### config.mk
export PLATFORM = sky130hd
export DESIGN_NAME = registro_universal
export DESIGN_NICKNAME = d
export VERILOG_FILES = /design/src/rtl/registro_universal.sv
export SDC_FILE = /design/constraint.sdc
export NUM_CORES = 1
export LEC_CHECK = 0
export ABC_AREA = 1
export CORE_AREA = 3 3 40 42
export CTS_BUF_LIST = sky130_fd_sc_hd__clkbuf_8
export DETAILED_ROUTE_END_ITERATION = 7
export DIE_AREA = 0 0 43 45
export DONT_BUFFER_PORTS = 1
export GPL_ROUTABILITY_DRIVEN = 1
export GPL_TIMING_DRIVEN = 0
export PLACE_DENSITY = 0.52
export SYNTH_ARGS = -nofsm -noshare
export SYNTH_HDL_FRONTEND = slang
export SYNTH_SLANG_ARGS = --single-unit
### constraint.sdc
create_clock -name CLK -period 1.2 [get_ports CLK]
set_input_delay 0.18 -clock CLK [delete_from_list [all_inputs] [get_ports CLK]]
set_output_delay 0.18 -clock CLK [all_outputs]
set_load 0.05 [all_outputs]
### src/rtl/registro_universal.sv
// registro_universal: universal shift/rotate register with parallel load and full-turn carry pulse
// Ports: CLK clock, RESET sync active-high reset, ENB enable (0 = hold), MODO operation
// (11 load, 00 shift left, 01 shift right, 10 rotate left), D load data, S_IN serial in,
// Q registered contents, RCO registered carry (shifted-out bit or full-rotation pulse).
module registro_universal #(
    parameter int WIDTH = 4
) (
    input  logic             CLK,
    input  logic             RESET,
    input  logic             ENB,
    input  logic [1:0]       MODO,
    input  logic [WIDTH-1:0] D,
    input  logic             S_IN,
    output logic [WIDTH-1:0] Q,
    output logic             RCO
);
    localparam int CW = $clog2(WIDTH);
    logic [WIDTH-1:0] r_q;
    logic             r_rco;
    logic [CW-1:0]    r_rot;
    logic [WIDTH-1:0] w_q_nxt;
    logic             w_rco_nxt;
    logic [CW-1:0]    w_rot_nxt;
    logic             w_wrap;
    // the edge that completes WIDTH enabled rotates brings Q back to its starting value
    assign w_wrap    = r_rot == CW'(WIDTH - 1);
    assign w_q_nxt   = MODO == 2'b11 ? D :
                       MODO == 2'b00 ? {r_q[WIDTH-2:0], S_IN} :
                       MODO == 2'b01 ? {S_IN, r_q[WIDTH-1:1]} :
                                       {r_q[WIDTH-2:0], r_q[WIDTH-1]};
    assign w_rco_nxt = MODO == 2'b00 ? r_q[WIDTH-1] :
                       MODO == 2'b01 ? r_q[0] :
                       MODO == 2'b10 && w_wrap;
    // any enabled non-rotate edge restarts the rotation count
    assign w_rot_nxt = (MODO == 2'b10 && !w_wrap) ? r_rot + 1'b1 : '0;
    always_ff @(posedge CLK) begin
        if (RESET) begin
            r_q   <= '0;
            r_rco <= 1'b0;
            r_rot <= '0;
        end else if (!ENB) begin
            r_rco <= 1'b0;
        end else begin
            r_q   <= w_q_nxt;
            r_rco <= w_rco_nxt;
            r_rot <= w_rot_nxt;
        end
    end
    assign Q   = r_q;
    assign RCO = r_rco;
endmodule

# Yosys cells after proc, flatten, opt, wreduce, memory -nomap -nowiden
# Index checks and enable logic that the tools add are counted.
classes:
  n_addsub: 1
  n_mul: 0
  div_mod_pow: 0
  n_lt_le_gt_ge: 0
  n_eq_ne: 4
  shifts: 0
  n_mux: 6
  bitwise_logic: 1
  reduce_logical: 5
ops:
  columns: ["cell", "n"]
  rows:
  - ["$mux 4", 3]
  - ["$eq 2x2->1 const B", 3]
  - ["$add 2x1->2 const B", 1]
  - ["$eq 2x1->1 const B", 1]
  - ["$logic_and 1x1->1", 2]
  - ["$logic_not 2->1", 1]
  - ["$mux 1", 2]
  - ["$mux 2", 1]
  - ["$reduce_or 2->1", 1]
  - ["$logic_not 1->1", 1]
  - ["$not 1->1", 1]
totals:
  regBits: 7
  latch_bits: 0
  mem_bits_rw: 0
  rom_bits: 0
  word_cells: 20
  memories: 0

# Depth between registers and ports, before layout
logic_depth:
  ltp_word: 4
  ltp_mapped: 6

# Worst setup path after synthesis
# No wires, ideal clock.
synth_timing:
  kind: "reg2reg"
  start: "register r_q[3] (netlist: Q[3])"
  end: "register r_q[0] (netlist: Q[0])"
  setup_time_ns: 0.067
  t_arrival_ns: 1.022
  t_required_ns: 1.133
  path_slack_ns: 0.111
  path_stages_with_launch: 7
  n_path_buf: 0
  cell_sequence: "dfxtp_1 -> inv_1 -> nand2_1 -> nand2_1 -> nand2_1 -> nand2_1 -> a21oi_2"
synth_between:
  elab_chain_cells: 3
synth_rtl:
  columns: ["element", "line_no", "source"]
  rows:
  - ["from (decl)", "18", "logic [WIDTH-1:0] r_q;"]
  - ["from (signal assigned)", "44", "r_q <= w_q_nxt;"]
  - ["$mux 4", "29", "MODO == 2'b01 ? {S_IN, r_q[WIDTH-1:1]} :"]
  - ["$mux 4", "28", "MODO == 2'b00 ? {r_q[WIDTH-2:0], S_IN} :"]
  - ["$mux 4", "27", "assign w_q_nxt = MODO == 2'b11 ? D :"]
# Every way passes these cells.
# A chain may end at the register's enable or synchronous reset.

# Worst setup path in the final report
layout_timing:
  start: "register r_q[0] (netlist: Q[0])"
  end: "output port Q[0]"
layout_rtl:
  columns: ["element", "line_no", "source"]
  rows:
  - ["to (decl)", "14", "output logic [WIDTH-1:0] Q,"]
# No word-level cell between the ends.

==> results.md <==
Route:
- The overall routed net length is 928 µm.
- The count of vias placed by the detailed router is 386.
- The number of DRC violations after detailed routing is 0.
- The first-pass iteration count of the detailed router is 4.
- The detailed router's first-iteration violation count is 5.
- In the routed layout, each cell is associated on average with a via count of 5.08.
- After detailed routing, the average wire length per cell comes to 12.2 µm.
- The count of nets left with antenna violations once routing finished came out at 0.

STA:
- Derived from the worst setup path, the maximum achievable clock frequency is 918 MHz.
- Measured against its own limit, the worst slew margin works out to 61.3%.
- The number of endpoints failing setup at the final stage is 0.
- The routed design could run at a clock period as short as 1.09 ns.
- The share of the cycle needed by the critical path after routing is 90.8%.
- The final-report max-slew violation count is 0.
- Hold is met by 0.00889 ns.
- The final-report hold violation count is 0.
- The worst setup margin is 0.111 ns.
- Setup repair after global routing left no endpoint under its margin.
- Between clock sinks in the finished design, the worst skew comes to 0.00138 ns.
- Adding up every negative setup slack in the final design gives 0 ns.
- For the pin with the worst max-slew slack, the measured transition is 0.580 ns.

Finish:
- The area of all placed cells without fillers is 454 µm².
- The final-layout fill cell count is 137.
- Once layout is complete, the cells apart from fillers number 76.
- The ratio of cells with drive above 1 in the final layout is 19.7%.
- The utilization after layout is 35.3%.
- The number of nets in the layout is 73.
- The sequential cell area in the final layout is 143 µm².
- The area growth from synthesis to layout is 17.1%.
- The number of inserted diodes is 0.
- Summing all multi-input logic gate instances after layout gives 213 µm².

Placed design:
- The placed cell count is 72.
- Port buffering added 0 buffers.
- The detailed placement HPWL is 708 µm.
- Routability-driven placement finished with a final weighted congestion of 0.773.
- The standard cell area after detailed placement is 407 µm².
- OpenSTA, run right after detailed placement, puts the worst setup slack at 0.0351 ns.

Global routing:
- The via count of the first global-routing pass is 384.
- After global routing the overflow that remains totals 0.
- The maximum number of pins on one net before global-route repair is 10.
- The number of antenna violations at the first check in global routing was 0.
- Across every metal layer, demand over resource in global routing totals 11.3%.
- The first-pass GRT wire length is 1570 µm.

Clock tree:
- The clock tree root buffer cell is sky130_fd_sc_hd__clkbuf_8.
- The count of hold-fix buffers inserted at cts is 0.
- The number of instances resized during post-cts repair is 0.
- The number of sinks handled by clock tree synthesis is 7.
- Buffers added to address setup during post-CTS repair amount to 0.
- Clock-pin slew was measured on the worst setup and hold paths at 0.04 ns.
- The clock tree from TritonCTS is built.
- The level count of the clock H-tree is 1.
- The number of clock buffers added by TritonCTS is 3.
- In this run the deepest clock path goes through 2 buffers.
- The source-to-sink clock delay at the later pin of the worst-skew pair is 0.23 ns.

Power and ir drop:
- Across the VDD grid, the largest voltage drop is 0.599 mV.
- The total power after layout is 0.679 mW.
- The static power due to leakage is 0.205 nW.
- In this run the power density over the cells is 1500 mW/mm².

Synth:
- Ranked by total cell area, the synthesized netlist is headed by sky130_fd_sc_hd__dfxtp_1 (36%), sky130_fd_sc_hd__nand2_1 (17%), sky130_fd_sc_hd__o21ai_0 (6.5%).
- The synthesized design devotes to its leading area cell type 36.1% of total area.
- In the synthesized netlist, mux cells make up 0% of the area.
- The post-synthesis cell type count is 15.
- The adder-cell share of the synthesized area is 3.23%.
- After synthesis, the largest family of logic cells by area is simple AND/OR/NAND/NOR gates.
- The compound-gate portion of the synthesized area is 21.0%.
- The net count after synthesis is 68.
- The largest total area in the synthesized netlist belongs to sky130_fd_sc_hd__dfxtp_1.
- Synthesis inferred 7 register bits.
- The total standard cell area after synthesis is 388 µm².
- Of the total synthesized cell area, the portion taken by XOR and XNOR cells is 0%.
- In this run the mean area of a mapped cell was 6.80 µm².
- The number of instances in the synthesized netlist is 57.
- The number of warning messages in the yosys log is 0.
- The share of the yosys chip area belonging to registers is 36.1%.
- The synthesized-area fraction occupied by and/or/nand/nor cells is 30.6%.

Die:
- From left edge to right edge, the die measures 43 µm.
- The effective utilization at floorplan is 30.2%.
- The number of cell rows is 13.
- The top-level I/O count is 15.
- The die outline area is 0.00194 mm².
- Measured along the y axis, the die boundary spans 45 µm.
- The core region is 0.00128 mm².

Worst setup path:
- The largest fanout on the critical path is 4.
- The worst setup path is of the reg2out kind.
- The critical path arrival is 0.91 ns.
- The kind of end point of the critical path is an output pin.
- The worst setup path is launched from a flip-flop.
- At the worst endpoint, the required time is 1.02 ns.

Status:
- The flow ran to the end, and the final reports show no timing, DRC or antenna violations.

Job:
- Max-cap violations in this run came to 0.

Min path:
- The worst hold path belongs to the class in2reg.
cells in the final DEF (no fill, tap or decap), drive strengths merged:
cell type  count
clkbuf         3
dfxtp          7
nor3           1
o21ai          5
a31oi          3
buf            1
a21oi          6
nand3          4
nor2           2
ha             1
inv            9
nand2         18
or2            1
cell usage after synthesis:
library cell	number
sky130_fd_sc_hd__inv_1	6
sky130_fd_sc_hd__dfxtp_1	7
sky130_fd_sc_hd__a21oi_2	2
sky130_fd_sc_hd__or2_0	1
sky130_fd_sc_hd__nor3_2	1
sky130_fd_sc_hd__a31oi_1	3
sky130_fd_sc_hd__o21ai_0	5
sky130_fd_sc_hd__nand2_1	18
sky130_fd_sc_hd__nor2_1	1
sky130_fd_sc_hd__nand3_1	4
sky130_fd_sc_hd__ha_1	1
sky130_fd_sc_hd__inv_2	2
sky130_fd_sc_hd__buf_2	1
sky130_fd_sc_hd__nor2_4	1
sky130_fd_sc_hd__a21oi_1	4
state kept, by name, summed over array words and instances, names as in the netlist:
signal	flops
Q	4
RCO	1
r_rot	2
worst paths after layout:
kind	from	endpoint	slack [ns]	depth (start not counted)
worst min-delay path	RESET	r_rot[1]	0.009	1
worst max register to register	Q[0]	Q[0]	0.12	2
worst min register to register	r_rot[0]	r_rot[0]	0.47	2
worst max-delay path	Q[0]	Q[0]	0.11	0
area by class of cell:
class / instances / area share, %
multi-input combinational: 41 / 46.8
sequential: 7 / 31.4
inverter: 8 / 6.61
clock inverter: 1 / 0.826
clock buffer: 3 / 9.09
tap: 15 / 4.13
buffer: 1 / 1.10
where the power goes:
part           leakage, nW  total (mW)  switching, mW  internal (mW)
logic                0.120      0.0604         0.0376         0.0229
registers           0.0581       0.296         0.0489          0.248
clock network       0.0269       0.322          0.101          0.221
kinds of logic after synthesis:
logic type | after synthesis
compound gates | 14
fa+ha+maj | 1
buf+inv | 9
flops | 7
simple gates | 26
layer usage:
| layer | track usage [%] | vias to the layer above | share of wire [%] |
|---|---|---|---|
| met2 | 18.6 | 13 | 48 |
| met4 | 10.8 | 0 | 3.3 |
| li1 | - | 194 | - |
| met1 | 11.4 | 174 | 41 |
| met5 | 0 | - | 0 |
| met3 | 3.59 | 5 | 6.8 |
Power figures use the tool's default switching activity.
